===== config.mk =====
export PLATFORM = sky130hd
export DESIGN_NAME = apb_decoder
export DESIGN_NICKNAME = d
export VERILOG_FILES = /design/src/rtl/apb_decoder.sv
export SDC_FILE = /design/constraint.sdc
export NUM_CORES = 1
export LEC_CHECK = 0
export CAP_MARGIN = 20
export CORE_MARGIN = 2
export CORE_UTILIZATION = 25
export CTS_CLUSTER_DIAMETER = 150
export DETAILED_ROUTE_END_ITERATION = 8
export DONT_BUFFER_PORTS = 1
export RECOVER_POWER = 50
export SYNTH_ARGS = -nofsm -noshare
export SYNTH_HDL_FRONTEND = slang
export SYNTH_SLANG_ARGS = --single-unit
export TNS_END_PERCENT = 1

===== constraint.sdc =====
create_clock -name pclk -period 7.3 [get_ports pclk]
set_clock_uncertainty 0.2 [all_clocks]
set_input_delay 1.825 -clock pclk [delete_from_list [all_inputs] [get_ports pclk]]
set_output_delay 1.825 -clock pclk [all_outputs]
set_load 0.1 [all_outputs]

===== src/rtl/apb_decoder.sv =====
`default_nettype none
// ============================================================================
// Module      : apb_decoder
// Description : Single-initiator, four-target APB splitter. An upstream APB
//               transfer is decoded against four base/mask regions, re-issued
//               as a registered transfer on the selected downstream port, and
//               the registered response is returned upstream. Unmapped
//               addresses and targets that exceed TIMEOUT access cycles
//               complete upstream with PSLVERR.
// Ports       : pclk, preset_n (async, active-low)
//               s_*  upstream APB target port (s_pready/s_pslverr/s_prdata
//                    are registered)
//               m_*  downstream APB initiator port; m_psel is one-hot per
//                    target, the rest is shared; m_prdata packs target i at
//                    [i*DW +: DW]
// Revision    : 1.0 - initial release
// ============================================================================
module apb_decoder #(
    parameter int          AW      = 32,
    parameter int          DW      = 32,
    parameter int          PROT_W  = 3,
    parameter int          PSTRB_W = 4,
    parameter logic [AW-1:0] S0_BASE = AW'(32'h0000_0000),
    parameter logic [AW-1:0] S1_BASE = AW'(32'h0000_1000),
    parameter logic [AW-1:0] S2_BASE = AW'(32'h0000_2000),
    parameter logic [AW-1:0] S3_BASE = AW'(32'h0000_3000),
    parameter logic [AW-1:0] S0_MASK = AW'(32'hFFFF_F000),
    parameter logic [AW-1:0] S1_MASK = AW'(32'hFFFF_F000),
    parameter logic [AW-1:0] S2_MASK = AW'(32'hFFFF_F000),
    parameter logic [AW-1:0] S3_MASK = AW'(32'hFFFF_F000),
    parameter int unsigned TIMEOUT = 255
) (
    input  logic                pclk,
    input  logic                preset_n,
    input  logic                s_psel,
    input  logic                s_penable,
    input  logic                s_pwrite,
    input  logic [AW-1:0]       s_paddr,
    input  logic [DW-1:0]       s_pwdata,
    input  logic [PSTRB_W-1:0]  s_pstrb,
    input  logic [PROT_W-1:0]   s_pprot,
    output logic                s_pready,
    output logic                s_pslverr,
    output logic [DW-1:0]       s_prdata,
    output logic [3:0]          m_psel,
    output logic                m_penable,
    output logic                m_pwrite,
    output logic [AW-1:0]       m_paddr,
    output logic [DW-1:0]       m_pwdata,
    output logic [PSTRB_W-1:0]  m_pstrb,
    output logic [PROT_W-1:0]   m_pprot,
    input  logic [3:0]          m_pready,
    input  logic [3:0]          m_pslverr,
    input  logic [4*DW-1:0]     m_prdata
);

    localparam logic [AW-1:0] c_BASE [4] = '{S0_BASE, S1_BASE, S2_BASE, S3_BASE};
    localparam logic [AW-1:0] c_MASK [4] = '{S0_MASK, S1_MASK, S2_MASK, S3_MASK};
    localparam bit            c_TO_EN    = (TIMEOUT != 0);
    localparam int unsigned   c_TO_LAST  = (TIMEOUT == 0) ? 0 : TIMEOUT - 1;

    typedef enum logic [1:0] {
        ST_IDLE   = 2'd0,
        ST_SETUP  = 2'd1,
        ST_ACCESS = 2'd2,
        ST_RESP   = 2'd3
    } state_t;

    state_t              r_state,   w_state_nxt;
    logic [1:0]          r_tgt,     w_tgt_nxt;
    logic [15:0]         r_cnt,     w_cnt_nxt;
    logic [3:0]          r_sel,     w_sel_nxt;
    logic                r_penable, w_penable_nxt;
    logic                r_pwrite,  w_pwrite_nxt;
    logic [AW-1:0]       r_paddr,   w_paddr_nxt;
    logic [DW-1:0]       r_pwdata,  w_pwdata_nxt;
    logic [PSTRB_W-1:0]  r_pstrb,   w_pstrb_nxt;
    logic [PROT_W-1:0]   r_pprot,   w_pprot_nxt;
    logic                r_pready,  w_pready_nxt;
    logic                r_pslverr, w_pslverr_nxt;
    logic [DW-1:0]       r_prdata,  w_prdata_nxt;

    logic [3:0]          w_hit;
    logic                w_any_hit;
    logic [1:0]          w_hit_idx;
    logic [DW-1:0]       w_rdata [4];

    // Region compare and read-data unpacking per target
    for (genvar i = 0; i < 4; i++) begin : g_tgt
        assign w_hit[i]   = ((s_paddr & c_MASK[i]) == c_BASE[i]);
        assign w_rdata[i] = m_prdata[i*DW +: DW];
    end

    // Overlapping regions resolve to the lowest index
    always_comb begin
        w_any_hit = |w_hit;
        w_hit_idx = 2'd0;
        if (w_hit[0])      w_hit_idx = 2'd0;
        else if (w_hit[1]) w_hit_idx = 2'd1;
        else if (w_hit[2]) w_hit_idx = 2'd2;
        else if (w_hit[3]) w_hit_idx = 2'd3;
    end

    always_ff @(posedge pclk or negedge preset_n) begin
        if (!preset_n) begin
            r_state   <= ST_IDLE;
            r_tgt     <= '0;
            r_cnt     <= '0;
            r_sel     <= '0;
            r_penable <= 1'b0;
            r_pwrite  <= 1'b0;
            r_paddr   <= '0;
            r_pwdata  <= '0;
            r_pstrb   <= '0;
            r_pprot   <= '0;
            r_pready  <= 1'b0;
            r_pslverr <= 1'b0;
            r_prdata  <= '0;
        end else begin
            r_state   <= w_state_nxt;
            r_tgt     <= w_tgt_nxt;
            r_cnt     <= w_cnt_nxt;
            r_sel     <= w_sel_nxt;
            r_penable <= w_penable_nxt;
            r_pwrite  <= w_pwrite_nxt;
            r_paddr   <= w_paddr_nxt;
            r_pwdata  <= w_pwdata_nxt;
            r_pstrb   <= w_pstrb_nxt;
            r_pprot   <= w_pprot_nxt;
            r_pready  <= w_pready_nxt;
            r_pslverr <= w_pslverr_nxt;
            r_prdata  <= w_prdata_nxt;
        end
    end

    always_comb begin
        w_state_nxt   = r_state;
        w_tgt_nxt     = r_tgt;
        w_cnt_nxt     = r_cnt;
        w_sel_nxt     = r_sel;
        w_penable_nxt = r_penable;
        w_pwrite_nxt  = r_pwrite;
        w_paddr_nxt   = r_paddr;
        w_pwdata_nxt  = r_pwdata;
        w_pstrb_nxt   = r_pstrb;
        w_pprot_nxt   = r_pprot;
        w_pslverr_nxt = r_pslverr;
        w_prdata_nxt  = r_prdata;
        // The response pulse is registered: it is raised on entry to RESP
        // so that s_pready is high exactly during the RESP cycle.
        w_pready_nxt  = 1'b0;

        case (r_state)
            ST_IDLE: begin
                if (s_psel && !s_penable) begin
                    w_pwrite_nxt = s_pwrite;
                    w_paddr_nxt  = s_paddr;
                    w_pwdata_nxt = s_pwdata;
                    w_pstrb_nxt  = s_pstrb;
                    w_pprot_nxt  = s_pprot;
                    if (w_any_hit) begin
                        w_state_nxt   = ST_SETUP;
                        w_tgt_nxt     = w_hit_idx;
                        w_sel_nxt     = 4'b0001 << w_hit_idx;
                        w_penable_nxt = 1'b0;
                    end else begin
                        w_state_nxt   = ST_RESP;
                        w_pslverr_nxt = 1'b1;
                        w_prdata_nxt  = '0;
                        w_pready_nxt  = 1'b1;
                    end
                end
            end
            ST_SETUP: begin
                w_penable_nxt = 1'b1;
                w_cnt_nxt     = '0;
                w_state_nxt   = ST_ACCESS;
            end
            ST_ACCESS: begin
                if (m_pready[r_tgt]) begin
                    w_sel_nxt     = '0;
                    w_penable_nxt = 1'b0;
                    w_pslverr_nxt = m_pslverr[r_tgt];
                    w_prdata_nxt  = r_pwrite ? '0 : w_rdata[r_tgt];
                    w_pready_nxt  = 1'b1;
                    w_state_nxt   = ST_RESP;
                end else if (c_TO_EN && (r_cnt == c_TO_LAST[15:0])) begin
                    // Counter value TIMEOUT-1 marks the TIMEOUT-th ACCESS cycle
                    w_sel_nxt     = '0;
                    w_penable_nxt = 1'b0;
                    w_pslverr_nxt = 1'b1;
                    w_prdata_nxt  = '0;
                    w_pready_nxt  = 1'b1;
                    w_state_nxt   = ST_RESP;
                end else begin
                    w_cnt_nxt = r_cnt + 16'd1;
                end
            end
            ST_RESP: begin
                w_state_nxt = ST_IDLE;
            end
            default: begin
                w_state_nxt = ST_IDLE;
            end
        endcase
    end

    assign s_pready  = r_pready;
    assign s_pslverr = r_pslverr;
    assign s_prdata  = r_prdata;
    assign m_psel    = r_sel;
    assign m_penable = r_penable;
    assign m_pwrite  = r_pwrite;
    assign m_paddr   = r_paddr;
    assign m_pwdata  = r_pwdata;
    assign m_pstrb   = r_pstrb;
    assign m_pprot   = r_pprot;

endmodule
`default_nettype wire


==> metrics.md, run 1 <==
| Metric | Value |
|---|---|
| PortBufs | 0 |
| Starting density of the core | 25.5% |
| Synth Cell Area | 6450 µm² |
| Area contributors post-synth | dfrtp_1 (51%), mux2_2 (19%), mux4_2 (12%), nor2b_1 (3.0%), nand3_1 (1.3%) |
| Total GRT Usage | 12.4% |
| Synth Register Bits | 131 |
| Wire length per cell | 21.9 µm |
| Clock transition at the registers of the reported paths | 0.07 ns |
| Antenna-violating nets left | 0 |
| Setup TNS | 0 ns |
| Worst EP required | 7.21 ns |
| Setup Fix Bufs, Post-CTS | 0 |
| Worst skew pair latency | 0.41 ns |
| Critical path arrival | 5.00 ns |
| Core Rows | 58 |
| Relative slew slack | -148% |
| Fmax | 197 MHz |
| Min-Delay Path Class | reg -> reg |
| Non-Filler Instances | 810 |
| Global-route wire length before repair | 24900 µm |
| DRC viols | 0 |
| Failing checks | capacitance limit, slew limit |
| Worst Path Max Fanout | 73 |
| Max clock buf depth | 2 |
| Status | complete, but fails checks |
| Synthesized net count | 689 |
| Die height | 165 µm |
| Final Cell Area | 7360 µm² |
| Tmin final | 5.09 ns |
| Die Wd | 165 µm |
| CP startpoint kind | input pin |
| Final core occ | 29.2% |
| Worst R2R Path Depth | 5 |
| RSZ-0062 raised after global routing | no |
| Drt initial violations | 144 |
| DR vias | 4049 |
| CTS tree | built |
| Final Setup Violations | 0 |
| Most frequent cells after synthesis | dfrtp_1 (131), mux2_2 (107), mux4_2 (34) |
| Largest net degree at the start of global routing | 132 |
| Initial antenna violation count | 2 |
| Grt ovf | 0 |
| Clk sinks | 131 |
| Die Footprint | 27100 µm² |
| Syn avg cell area | 13.7 µm² |
| Num CTS Buffers | 17 |
| Post-synthesis async set-or-reset flop share | 100% |
| EDFF count, synth | 0 |
| DR vias/cell | 5.00 |
| Share of cells above drive strength 1 | 37.6% |
| Cells after Synth | 471 |
| Cell area after placement | 6760 µm² |
| Yosys cell types | 48 |
| H-tree levels | 4 |
| Seq/Total Area, Yosys | 50.8% |
| Worst-margin pin slew | 3.73 ns |
| Worst Path Class, Setup | in -> reg |
| Area Growth Syn to Fin | 14.1% |
| Vias in the first global route | 4256 |
| HPWL after DPL | 13000 µm |
| Final hold viol count | 0 |
| Post-synth top area share | 50.8% |
| Area leader, netlist | dfrtp_1 |
| Worst hold stages | 1 |
| Core ar. | 25300 µm² |
| Leading cell type by number of instances after synthesis | dfrtp_1 |
| Ys Warns | 0 |
| Slew Viols, Final | 74 |
| DP Cell Count | 777 |
| Tcrit/Tclk final | 69.7% |
| Layout net count | 684 |
| Primary FF master, synth | dfrtp_1 |
| Max Cap Viol | 1 |
| Crit. End Element | flip-flop |
| CTS root buf | clkbuf_16 |
| Post-CTS Hold Buffers | 0 |
| Post-CTS Resized | 0 |
| Final wirelength | 17700 µm |
| Detailed Routing Iterations Pass 1 | 4 |
| Final Wtd Congestion | 0.778 |
| I/O pin count | 323 |
## worst max-delay path, cell delays in order
cell      delay (ns)
nand3b_1        0.14
clkbuf_1        2.64
o21ai_0         0.40
## flip-flops by register name, summed over array words and instances, names as in the netlist
name and count:
m_paddr 32, m_penable 1, m_pprot 3, m_psel 4, m_pstrb 4, m_pwdata 32
m_pwrite 1, r_cnt 16, r_state 2, r_tgt 2, s_prdata 32, s_pready 1
s_pslverr 1
## routing by layer
metal | global-route usage, % | wire length (µm) | vias to the layer above
li1 | - | - | 1754
met1 | 13.3 | 6360 | 1986
met2 | 21.8 | 8760 | 296
met3 | 6.35 | 2460 | 11
met4 | 3.04 | 142 | 2
met5 | 0 | 16 | -
## final cells by class
| cell class | instances | area (µm²) |
|---|---|---|
| Fill cell | 2538 | 17900 |
| Sequential cell | 131 | 3280 |
| Multi-Input combinational cell | 305 | 3000 |
| Clock buffer | 17 | 425 |
| Tap cell | 330 | 413 |
| Clock inverter | 15 | 188 |
| Timing Repair Buffer | 5 | 33.8 |
| Inverter | 6 | 22.5 |
| Antenna cell | 1 | 2.50 |
## path summary, 6_finish.rpt
kind / start / endpoint / slack, ns
max: s_penable / s_pready / 2.21
min reg2reg: r_cnt[3] / r_cnt[3] / 0.32
max reg2reg: r_state[0] / s_pready / 2.82
max in group asynchronous: preset_n / s_prdata[7] / 5.78
min: r_cnt[3] / r_cnt[3] / 0.32
min in group asynchronous: preset_n / m_pwdata[15] / 0.90
## per-stage QoR
stage,worst slack (ns),hold slack (ns)
global route,1.85,0.348
floorplan,3.54,0.268
CTS,3.37,0.314
global placement,3.03,0.292
finish,2.21,0.321
detailed placement,2.95,0.304
## layout by cell type (no fill, tap or decap), types with 5 or more instances in the layout
cell type | Yosys | routed
dfrtp_1 | 131 | 130
mux2_2 | 107 | 107
mux4_2 | 34 | 34
nor2b_1 | 31 | 31
nand3_1 | 17 | 17
clkbuf_16 | 0 | 17
nand2_1 | 15 | 15
nor2_1 | 13 | 13
nor4_1 | 7 | 7
and3_1 | 6 | 6
a21oi_1 | 6 | 6
nor3_1 | 5 | 6
ha_1 | 6 | 6
clkinv_8 | 0 | 6
o21ai_0 | 5 | 5
a31oi_1 | 5 | 5
inv_8 | 0 | 5
## cell families (layout without fill, tap and decap cells)
logic type	count (synthesis)	after routing	synth area share, %
flip-flops	131	131	50.8
AO/OA/AOI/OAI	45	45	5.08
buffers and inverters	35	43	2.56
other	0	1	0
AND/OR/NAND/NOR	112	112	9.70
adder cells (fa/ha/maj)	6	6	1.16
multiplexers	142	142	30.7
Power of run 1 is not shown: default switching activity piles up to over one toggle a cycle in this logic, so the estimate is an artifact.
==> run 2, diff against run 1 <==
==> constraint.sdc (replaced) <==
create_clock -name pclk -period 4.1 [get_ports pclk]
set_clock_uncertainty 0.2 [all_clocks]
set_input_delay 1.025 -clock pclk [delete_from_list [all_inputs] [get_ports pclk]]
set_output_delay 1.025 -clock pclk [all_outputs]
set_load 0.1 [all_outputs]
==> metrics.md, run 2 (synthesis gave the netlist of run 1 again) <==
| Metric | Value |
|---|---|
| Status | complete, but fails checks |
| Failing checks | capacitance limit, slew limit |
| PortBufs | 0 (unchanged) |
| Tmin final | 3.05 ns |
| Worst Path Max Fanout | 32 (-56%) |
| Fmax | 328 MHz |
| Crit. End Element | flip-flop |
| Worst skew pair latency | 0.42 ns (about the same) |
| DR vias/cell | 5.00 (about the same) |
| Most frequent cells in the layout | dfrtp_1 (130), mux2_2 (107), mux4_2 (34) |
| Clk sinks | 131 (unchanged) |
| Area Growth Syn to Fin | 14.2% (about the same) |
| Worst EP required | 4.19 ns (-3.02 ns) |
| # fillers | 2514 (-0.95%) |
| DR vias | 4065 (+0.40%) |
| Die height | 165 µm (unchanged) |
| Die Wd | 165 µm (unchanged) |
| Post-CTS Hold Buffers | 0 (unchanged) |
| Detailed Routing Iterations Pass 1 | 4 (unchanged) |
| Commonest non-fill, non-tap cell in the layout | dfrtp_1 |
| Wire length per cell | 21.9 µm (about the same) |
| Min-Delay Path Class | in -> async |
| CTS tree | built |
| Core Rows | 58 (unchanged) |
| Global-route wire length before repair | 24800 µm (-0.47%) |
| Relative slew slack | -16.1% (+130 points) |
| Worst R2R Path Depth | 5 (unchanged) |
| Hold WS | 0.0965 ns (-0.225 ns) |
| HPWL after DPL | 13300 µm (+2.2%) |
| Setup Fix Bufs, Post-CTS | 0 (unchanged) |
| CTS root buf | clkbuf_16 |
| Final core occ | 29.2% (about the same) |
| Post-CTS Resized | 0 (unchanged) |
| RSZ-0062 raised after global routing | no |
| H-tree levels | 4 (unchanged) |
| Worst Path Class, Setup | in -> reg |
| Final hold viol count | 0 (unchanged) |
| I/O pin count | 323 (unchanged) |
| Max clock buf depth | 2 (unchanged) |
| CP startpoint kind | input pin |
| Initial antenna violation count | 2 (unchanged) |
| Final Setup Violations | 0 (unchanged) |
| Num CTS Buffers | 17 (unchanged) |
| Antenna-violating nets left | 0 (unchanged) |
| Starting density of the core | 25.5% (unchanged) |
| Critical path arrival | 3.13 ns (-1.87 ns) |
| Final Wtd Congestion | 0.813 (+4.6%) |
| Grt ovf | 0 (unchanged) |
| Die Footprint | 27100 µm² (unchanged) |
| Max Cap Viol | 1 (unchanged) |
| Clock transition at the registers of the reported paths | 0.07 ns (about the same) |
| Setup TNS | 0 ns (unchanged) |
| Vias in the first global route | 4396 (+3.3%) |
| Share of cells above drive strength 1 | 37.8% (+0.26 points) |
| Tcrit/Tclk final | 74.3% |
| Worst-margin pin slew | 1.74 ns (-1.99 ns) |
| Slew Viols, Final | 74 (unchanged) |
| DRC viols | 0 (unchanged) |
| Final wirelength | 17800 µm (+0.41%) |
| Total GRT Usage | 12.4% (-0.075 points) |
| Drt initial violations | 206 (+43%) |
| Largest net degree at the start of global routing | 132 (unchanged) |
| Core ar. | 25300 µm² (unchanged) |
| Layout net count | 686 (+0.29%) |
[run 2: cell count changes in the layout (fill, tap and decap cells not counted), sizes merged]
cell / change
buf: +1
clkbuf: +1
clkinv: -2
diode: +1
inv: +2
[run 2: final timing paths]
check | from | end | slack, ns
max reg2reg | r_state[0] | m_pwdata[16] | 1.06
min in group pclk | r_cnt[4] | r_cnt[4] | 0.32
min | preset_n | m_pwdata[15] | 0.1
max in group asynchronous | preset_n | s_prdata[3] | 3.36
min reg2reg | r_cnt[4] | r_cnt[4] | 0.32
max | s_paddr[20] | s_prdata[1] | 1.05
[run 2: layout make-up]
cell class              instances  area (µm²)  area share, %
diodes                          2        5.00         0.0679
clock buffers                  17         425           5.77
clock inverters                15         183           2.48
inverters                       6        22.5          0.306
multi-input cells             305        2990           40.6
flip-flops and latches        131        3280           44.5
well taps                     330         413           5.60
repair buffers                  7        47.5          0.645
[run 2: critical path: stages]
cell	delay (ns)
nor4_1	0.42
nand3_1	0.23
o31ai_1	0.47
or2_1	0.17
buf_4	0.38
mux2_2	0.39
[run 2: routing by layer]
| layer | part of all wire (%) | GRT usage (%) | up-vias |
|---|---|---|---|
| met5 | 0 | 0 | - |
| met4 | 0.86 | 3.75 | 0 |
| met3 | 12 | 5.45 | 11 |
| met2 | 51 | 22.3 | 275 |
| met1 | 36 | 12.9 | 2019 |
| li1 | - | - | 1760 |
[run 2: stage by stage]
stage | cells | instance area [µm²] | setup WS (ns)
after floorplan | 471 | 6450 | 1.14
after global placement | 779 | 6780 | 0.681
after detailed placement | 779 | 6780 | 0.661
after CTS | 811 | 7380 | 1.10
after global routing | 813 | 7370 | 0.819
final | 813 | 7370 | 1.05
Power of run 2 is left out for the same reason.
